$ cat config.mk
export PLATFORM = sky130hd
export DESIGN_NAME = cv32e40p_fetch_aligner
export DESIGN_NICKNAME = d
export VERILOG_FILES = /design/src/rtl/cv32e40p_fetch_aligner_pkg.sv /design/src/rtl/cv32e40p_fetch_aligner_stats.sv /design/src/rtl/cv32e40p_fetch_aligner.sv
export SDC_FILE = /design/constraint.sdc
export NUM_CORES = 1
export LEC_CHECK = 0
export ABC_AREA = 1
export CAP_MARGIN = 25
export CELL_PAD_IN_SITES_DETAIL_PLACEMENT = 1
export CELL_PAD_IN_SITES_GLOBAL_PLACEMENT = 1
export CORE_UTILIZATION = 30
export DETAILED_ROUTE_END_ITERATION = 10
export GPL_ROUTABILITY_DRIVEN = 0
export PLACE_DENSITY_LB_ADDON = 0.05
export SLEW_MARGIN = 10
export SYNTH_ARGS = -nofsm -noshare
export SYNTH_HDL_FRONTEND = slang
export SYNTH_HIERARCHICAL = 1
export SYNTH_SLANG_ARGS = --single-unit
$ cat constraint.sdc
create_clock -name clk -period 1.8 [get_ports clk]
set_input_delay 0.27 -clock clk [delete_from_list [all_inputs] [get_ports clk]]
set_output_delay 0.27 -clock clk [all_outputs]
set_load 0.005 [all_outputs]
$ cat src/rtl/cv32e40p_fetch_aligner_pkg.sv
// Shared types and constants for the fetch aligner: state encoding, opcode marker
// for full-width instructions and PC increments.
package cv32e40p_fetch_aligner_pkg;

  typedef enum logic [1:0] {
    ALIGNED = 2'd0,
    MIS16   = 2'd1,
    BRMIS   = 2'd2
  } align_state_e;

  localparam logic [1:0]  OPC_FULL = 2'b11;
  localparam logic [31:0] PC_INC_C = 32'd2;
  localparam logic [31:0] PC_INC_I = 32'd4;

  // An RVC instruction is any halfword whose two low bits are not 2'b11.
  function automatic logic is_compressed(input logic [1:0] opc);
    return (opc != OPC_FULL);
  endfunction

endpackage

$ cat src/rtl/cv32e40p_fetch_aligner_stats.sv
// Saturating counter of spanning 32-bit instructions. The module only exists when
// FETCH_ALIGNER_STATS_EN is defined.
`ifdef FETCH_ALIGNER_STATS_EN
module cv32e40p_fetch_aligner_stats #(
  parameter int unsigned STATS_W = 16
) (
  input  logic               clk,
  input  logic               rst,
  input  logic               inc_i,
  output logic [STATS_W-1:0] cnt_o
);

  logic [STATS_W-1:0] cnt_q;
  logic [STATS_W-1:0] cnt_d;

  // Next count: increment unless already at all-ones.
  always_comb begin
    cnt_d = cnt_q;
    if (inc_i && (cnt_q != {STATS_W{1'b1}})) begin
      cnt_d = cnt_q + {{(STATS_W-1){1'b0}}, 1'b1};
    end else begin
      cnt_d = cnt_q;
    end
  end

  // Count register, cleared only by reset.
  always_ff @(posedge clk) begin
    if (rst) begin
      cnt_q <= {STATS_W{1'b0}};
    end else begin
      cnt_q <= cnt_d;
    end
  end

  assign cnt_o = cnt_q;

endmodule
`endif

$ cat src/rtl/cv32e40p_fetch_aligner.sv
// Re-aligns the word-aligned prefetch stream into whole RV32IC instructions with PC.
// Optional misalign statistics counter under FETCH_ALIGNER_STATS_EN.
module cv32e40p_fetch_aligner
  import cv32e40p_fetch_aligner_pkg::*;
#(
  parameter logic [31:0] BOOT_ADDR = 32'h0000_0080,
  parameter int unsigned STATS_W   = 16
) (
  input  logic        clk,
  input  logic        rst,
  input  logic        fetch_valid_i,
  input  logic [31:0] fetch_rdata_i,
  output logic        fetch_ready_o,
  input  logic        branch_i,
  input  logic [31:0] branch_addr_i,
  output logic        instr_valid_o,
  input  logic        instr_ready_i,
  output logic [31:0] instr_o,
  output logic        instr_compressed_o,
  output logic [31:0] pc_o
`ifdef FETCH_ALIGNER_STATS_EN
  ,
  output logic [STATS_W-1:0] misalign_cnt_o
`endif
);

  if (STATS_W < 1) begin : g_stats_w_range
    $error("STATS_W must be at least 1");
  end

  align_state_e state_q, state_d;
  logic [31:0]  pc_q, pc_d;
  logic [15:0]  residue_q, residue_d;
  logic         span_xfer_s;
  logic         br_addr_lsb_unused;

  assign br_addr_lsb_unused = branch_addr_i[0];

  // Output mux and next-state; a branch overrides every handshake.
  always_comb begin
    state_d       = state_q;
    pc_d          = pc_q;
    residue_d     = residue_q;
    instr_valid_o = 1'b0;
    fetch_ready_o = 1'b0;
    instr_o       = 32'h0000_0000;
    span_xfer_s   = 1'b0;
    if (branch_i) begin
      pc_d      = {branch_addr_i[31:1], 1'b0};
      state_d   = branch_addr_i[1] ? BRMIS : ALIGNED;
      residue_d = 16'h0000;
    end else begin
      case (state_q)
        ALIGNED: begin
          instr_valid_o = fetch_valid_i;
          if (is_compressed(fetch_rdata_i[1:0])) begin
            instr_o = {16'h0000, fetch_rdata_i[15:0]};
            if (fetch_valid_i && instr_ready_i) begin
              fetch_ready_o = 1'b1;
              residue_d     = fetch_rdata_i[31:16];
              pc_d          = pc_q + PC_INC_C;
              state_d       = MIS16;
            end else begin
              fetch_ready_o = 1'b0;
            end
          end else begin
            instr_o = fetch_rdata_i;
            if (fetch_valid_i && instr_ready_i) begin
              fetch_ready_o = 1'b1;
              pc_d          = pc_q + PC_INC_I;
            end else begin
              fetch_ready_o = 1'b0;
            end
          end
        end
        MIS16: begin
          if (is_compressed(residue_q[1:0])) begin
            // Residue alone is a full instruction: no new word is needed.
            instr_valid_o = 1'b1;
            instr_o       = {16'h0000, residue_q};
            if (instr_ready_i) begin
              pc_d    = pc_q + PC_INC_C;
              state_d = ALIGNED;
            end else begin
              pc_d = pc_q;
            end
          end else begin
            instr_valid_o = fetch_valid_i;
            instr_o       = {fetch_rdata_i[15:0], residue_q};
            if (fetch_valid_i && instr_ready_i) begin
              fetch_ready_o = 1'b1;
              residue_d     = fetch_rdata_i[31:16];
              pc_d          = pc_q + PC_INC_I;
              span_xfer_s   = 1'b1;
            end else begin
              fetch_ready_o = 1'b0;
            end
          end
        end
        BRMIS: begin
          if (is_compressed(fetch_rdata_i[17:16])) begin
            instr_valid_o = fetch_valid_i;
            instr_o       = {16'h0000, fetch_rdata_i[31:16]};
            if (fetch_valid_i && instr_ready_i) begin
              fetch_ready_o = 1'b1;
              pc_d          = pc_q + PC_INC_C;
              state_d       = ALIGNED;
            end else begin
              fetch_ready_o = 1'b0;
            end
          end else begin
            // Upper half starts a 32-bit instr: swallow the word into the residue.
            fetch_ready_o = fetch_valid_i;
            if (fetch_valid_i) begin
              residue_d = fetch_rdata_i[31:16];
              state_d   = MIS16;
            end else begin
              residue_d = residue_q;
            end
          end
        end
        default: begin
          state_d = ALIGNED;
        end
      endcase
    end
  end

  assign instr_compressed_o = is_compressed(instr_o[1:0]);
  assign pc_o               = pc_q;

  // State, PC and residue registers.
  always_ff @(posedge clk) begin
    if (rst) begin
      state_q   <= ALIGNED;
      pc_q      <= {BOOT_ADDR[31:1], 1'b0};
      residue_q <= 16'h0000;
    end else begin
      state_q   <= state_d;
      pc_q      <= pc_d;
      residue_q <= residue_d;
    end
  end

`ifdef FETCH_ALIGNER_STATS_EN
  cv32e40p_fetch_aligner_stats #(
    .STATS_W (STATS_W)
  ) u_stats (
    .clk   (clk),
    .rst   (rst),
    .inc_i (span_xfer_s),
    .cnt_o (misalign_cnt_o)
  );
`else
  logic span_xfer_unused;
  assign span_xfer_unused = span_xfer_s;
`endif

endmodule

==> results.ini <==
[run_status]
status=finished with violations
violations=setup timing

[critical_path]
cp_max_fo=8
cp_top_family=simple AND/OR/NAND/NOR gates
r2r_setup_slack_ps=-260
r2r-start=state_q[1]
crit_start=state_q[1]
r2r_end=pc_o[8]
ff2ff_path_depth=14
slowest_stage=dfxtp_4
cp_slowest_stage_delay_ps=360
cp_num_cells=14
critical_path_required_ps=2010
endpoint=pc_o[8]
crit_chain=inv_4 -> ha_4 -> buf_6 -> inv_4 -> buf_6 -> nor3_4 -> nand2_2 -> nand3_4 -> clkinv_8 -> buf_12 -> nand2_1 -> nand2_1 -> nand2_1 -> a21oi_2
critPathBufInv=6
cp.arrival_ps=2260
cpMostUsedCell=nand2_1
cp-end-kind=register
path_class=register to register
start_kind=register

[synth]
synthArstFlopShare_pct=0
synth_area_per_cell_sq_um=5.49
synth-main-ff-cell=dfxtp_1
ys_types=44
ys_ff_latch=49
ys_seq_area_share_pct=19.2
syn_area_sq_mm=0.00510
yosys_warnings=6
synth_fp_nets=1004
netlist_instances=929
synth_edf_count=0

[drt]
drt-total-wl_um=30000
firstDrtPassIters=5
drc=0
vias=7855
avgRoutedWirePerCell_um=20.7
ant_nets=0
drt-vias-per-instance=5.42
drt_iter0_drc=423

[clocking]
htree_levels=2
cts_tree=built
cts_made_buffers=5
clk_pin_slew_ps=80
clk_latency_ps=320
root_buffer=clkbuf_16
clock-sinks=49
cts_buffer_depth=2

[hold_path]
hold_class=register to register
hold_start=residue_q[6]

[sta]
slew_viol_final=0
finalHoldViolations=0
finalCritPeriodShare_pct=114
fin_crit_ps=2060
finalSetupViolations=78
fin_ws_ps=-258
final.setup_skew_ps=6.83
fmax_ghz=0.486
rsz0062_at_grt=true

[floorplan]
die_area_sq_mm=0.0175
die_w_um=132
start_util_pct=30.8
rows=47
coreArea_sq_mm=0.0166
boundaryPins=136
die_h_um=132

[global_route]
antenna_found_initial=0
grt_usage_pct=31.3
grt_first_pass_wirelength_um=43200
grt_max_degree=26
overflow=0
grt_pass1_vias=8065

[power_and_ir_drop]
p_leak_nw=4.03
vdd_drop_max_uv=348
power.density_mw_per_mm2=556

[job]
timing.max_cap.violations=0

[placed_design]
hpwlAfterDp_um=19400
port_buffers=133
placement.cell_area_sq_mm=0.00795
post-place-ws_ps=-416

[cells_and_area]
n_antenna_cell=0
syn_to_final_growth_pct=84.2
drive_above_1_share_pct=38.6
layout_common_cells=nand2_1 (264), buf_4 (136), nor2_1 (100)
fin_nets=1304
finalInstanceArea_sq_mm=0.00940
final_common_cell=nand2_1

## how the worst min path moves through the flow
stage                     slack (ps)             to  depth (start not counted)
after detailed placement         470   residue_q[6]                          2
after global placement           460   residue_q[6]                          2
after global routing             510   residue_q[6]                          2
after CTS                        480   residue_q[6]                          2
after floorplan                  400  residue_q[15]                          2
final                            490   residue_q[6]                          2
## synthesized netlist by cell type, types with 7 or more instances
cell | count | area share [%]
o211ai_1 | 8 | 1.2
inv_1 | 78 | 5.7
nand4_1 | 8 | 0.98
nor2_4 | 9 | 2.0
nor2_1 | 133 | 9.8
nand2_2 | 18 | 2.2
o21ai_0 | 56 | 5.5
dfxtp_1 | 49 | 19
clkbuf_1 | 19 | 1.4
a31oi_1 | 17 | 2.1
nand3_1 | 65 | 6.4
a21oi_1 | 43 | 4.2
xor2_1 | 7 | 1.2
a22oi_1 | 15 | 2.2
or2_2 | 9 | 1.1
inv_2 | 13 | 0.96
nand2_1 | 299 | 22
buf_2 | 10 | 0.98
nor2_2 | 12 | 1.5
## power breakdown
part	total (mW)	switching [mW]	internal (mW)	leakage [nW]
Clock	1.21	0.543	0.662	0.0800
Sequential	1.30	0.117	1.18	0.406
Combinational	2.73	1.46	1.27	3.54
## logic make-up after synthesis
group           after synthesis  synth area share (%)
fa+ha+maj                     6                  1.47
buf+inv                     131                  10.2
flops                        49                  19.2
xor+xnor                      8                  1.37
other cells                   1                0.0735
simple gates                573                  49.3
compound gates              161                  18.4
## registers in the layout, summed over array words and instances, names as in the netlist
name and count:
state_q 2, residue_q 16, pc_o 31
## worst register-to-register path, cell delays in order (launching register included)
cell	delay, ps
dfxtp_4	360
inv_4	70
ha_4	160
buf_6	120
inv_4	40
buf_6	110
nor3_4	190
nand2_2	130
nand3_4	170
clkinv_8	130
buf_12	170
nand2_1	80
nand2_1	80
nand2_1	80
a21oi_2	60
## routing by layer
layer / GRT usage (%) / share of wire [%] / up-vias
met5: 0 / 0 / -
met1: 39.1 / 43 / 3875
met3: 4.10 / 4.4 / 90
li1: - / - / 3620
met4: 10.1 / 3.6 / 0
met2: 55.3 / 49 / 270
## layout make-up
class / instances / area, sq um
Timing Repair inverter: 2 / 15.0
Timing Repair Buffer: 328 / 3040
Clock buffer: 5 / 125
Tap cell: 220 / 275
Inverter: 94 / 433
Clock inverter: 3 / 46.3
Fill cell: 2165 / 7180
Multi-Input combinational cell: 749 / 4470
Sequential cell: 49 / 995
## metrics by stage
stage	utilization, %	std cells	power (mW)	hold slack, ps	TNS [ps]
finish	56.7	1450	5.23	495	-10160
global route	56.7	1450	5.45	515	-15150
CTS	54.0	1446	4.92	483	-3380
detailed placement	47.9	1415	3.36	469	-23750
global placement	47.9	1415	3.33	456	-21580
floorplan	-	929	2.18	405	-1.09
## what timing repair did
| action | 4_1_cts | 5_1_grt |
|---|---|---|
| setup endpoints to repair | 71 | 83 |
| pin swaps | 68 | 63 |
| hold buffers | 0 | 0 |
| resized for setup | 355 | 115 |
| buffers inserted | 20 | 6 |
| cloned | 6 | 3 |
Note: power is estimated with default switching activity, not from simulation.
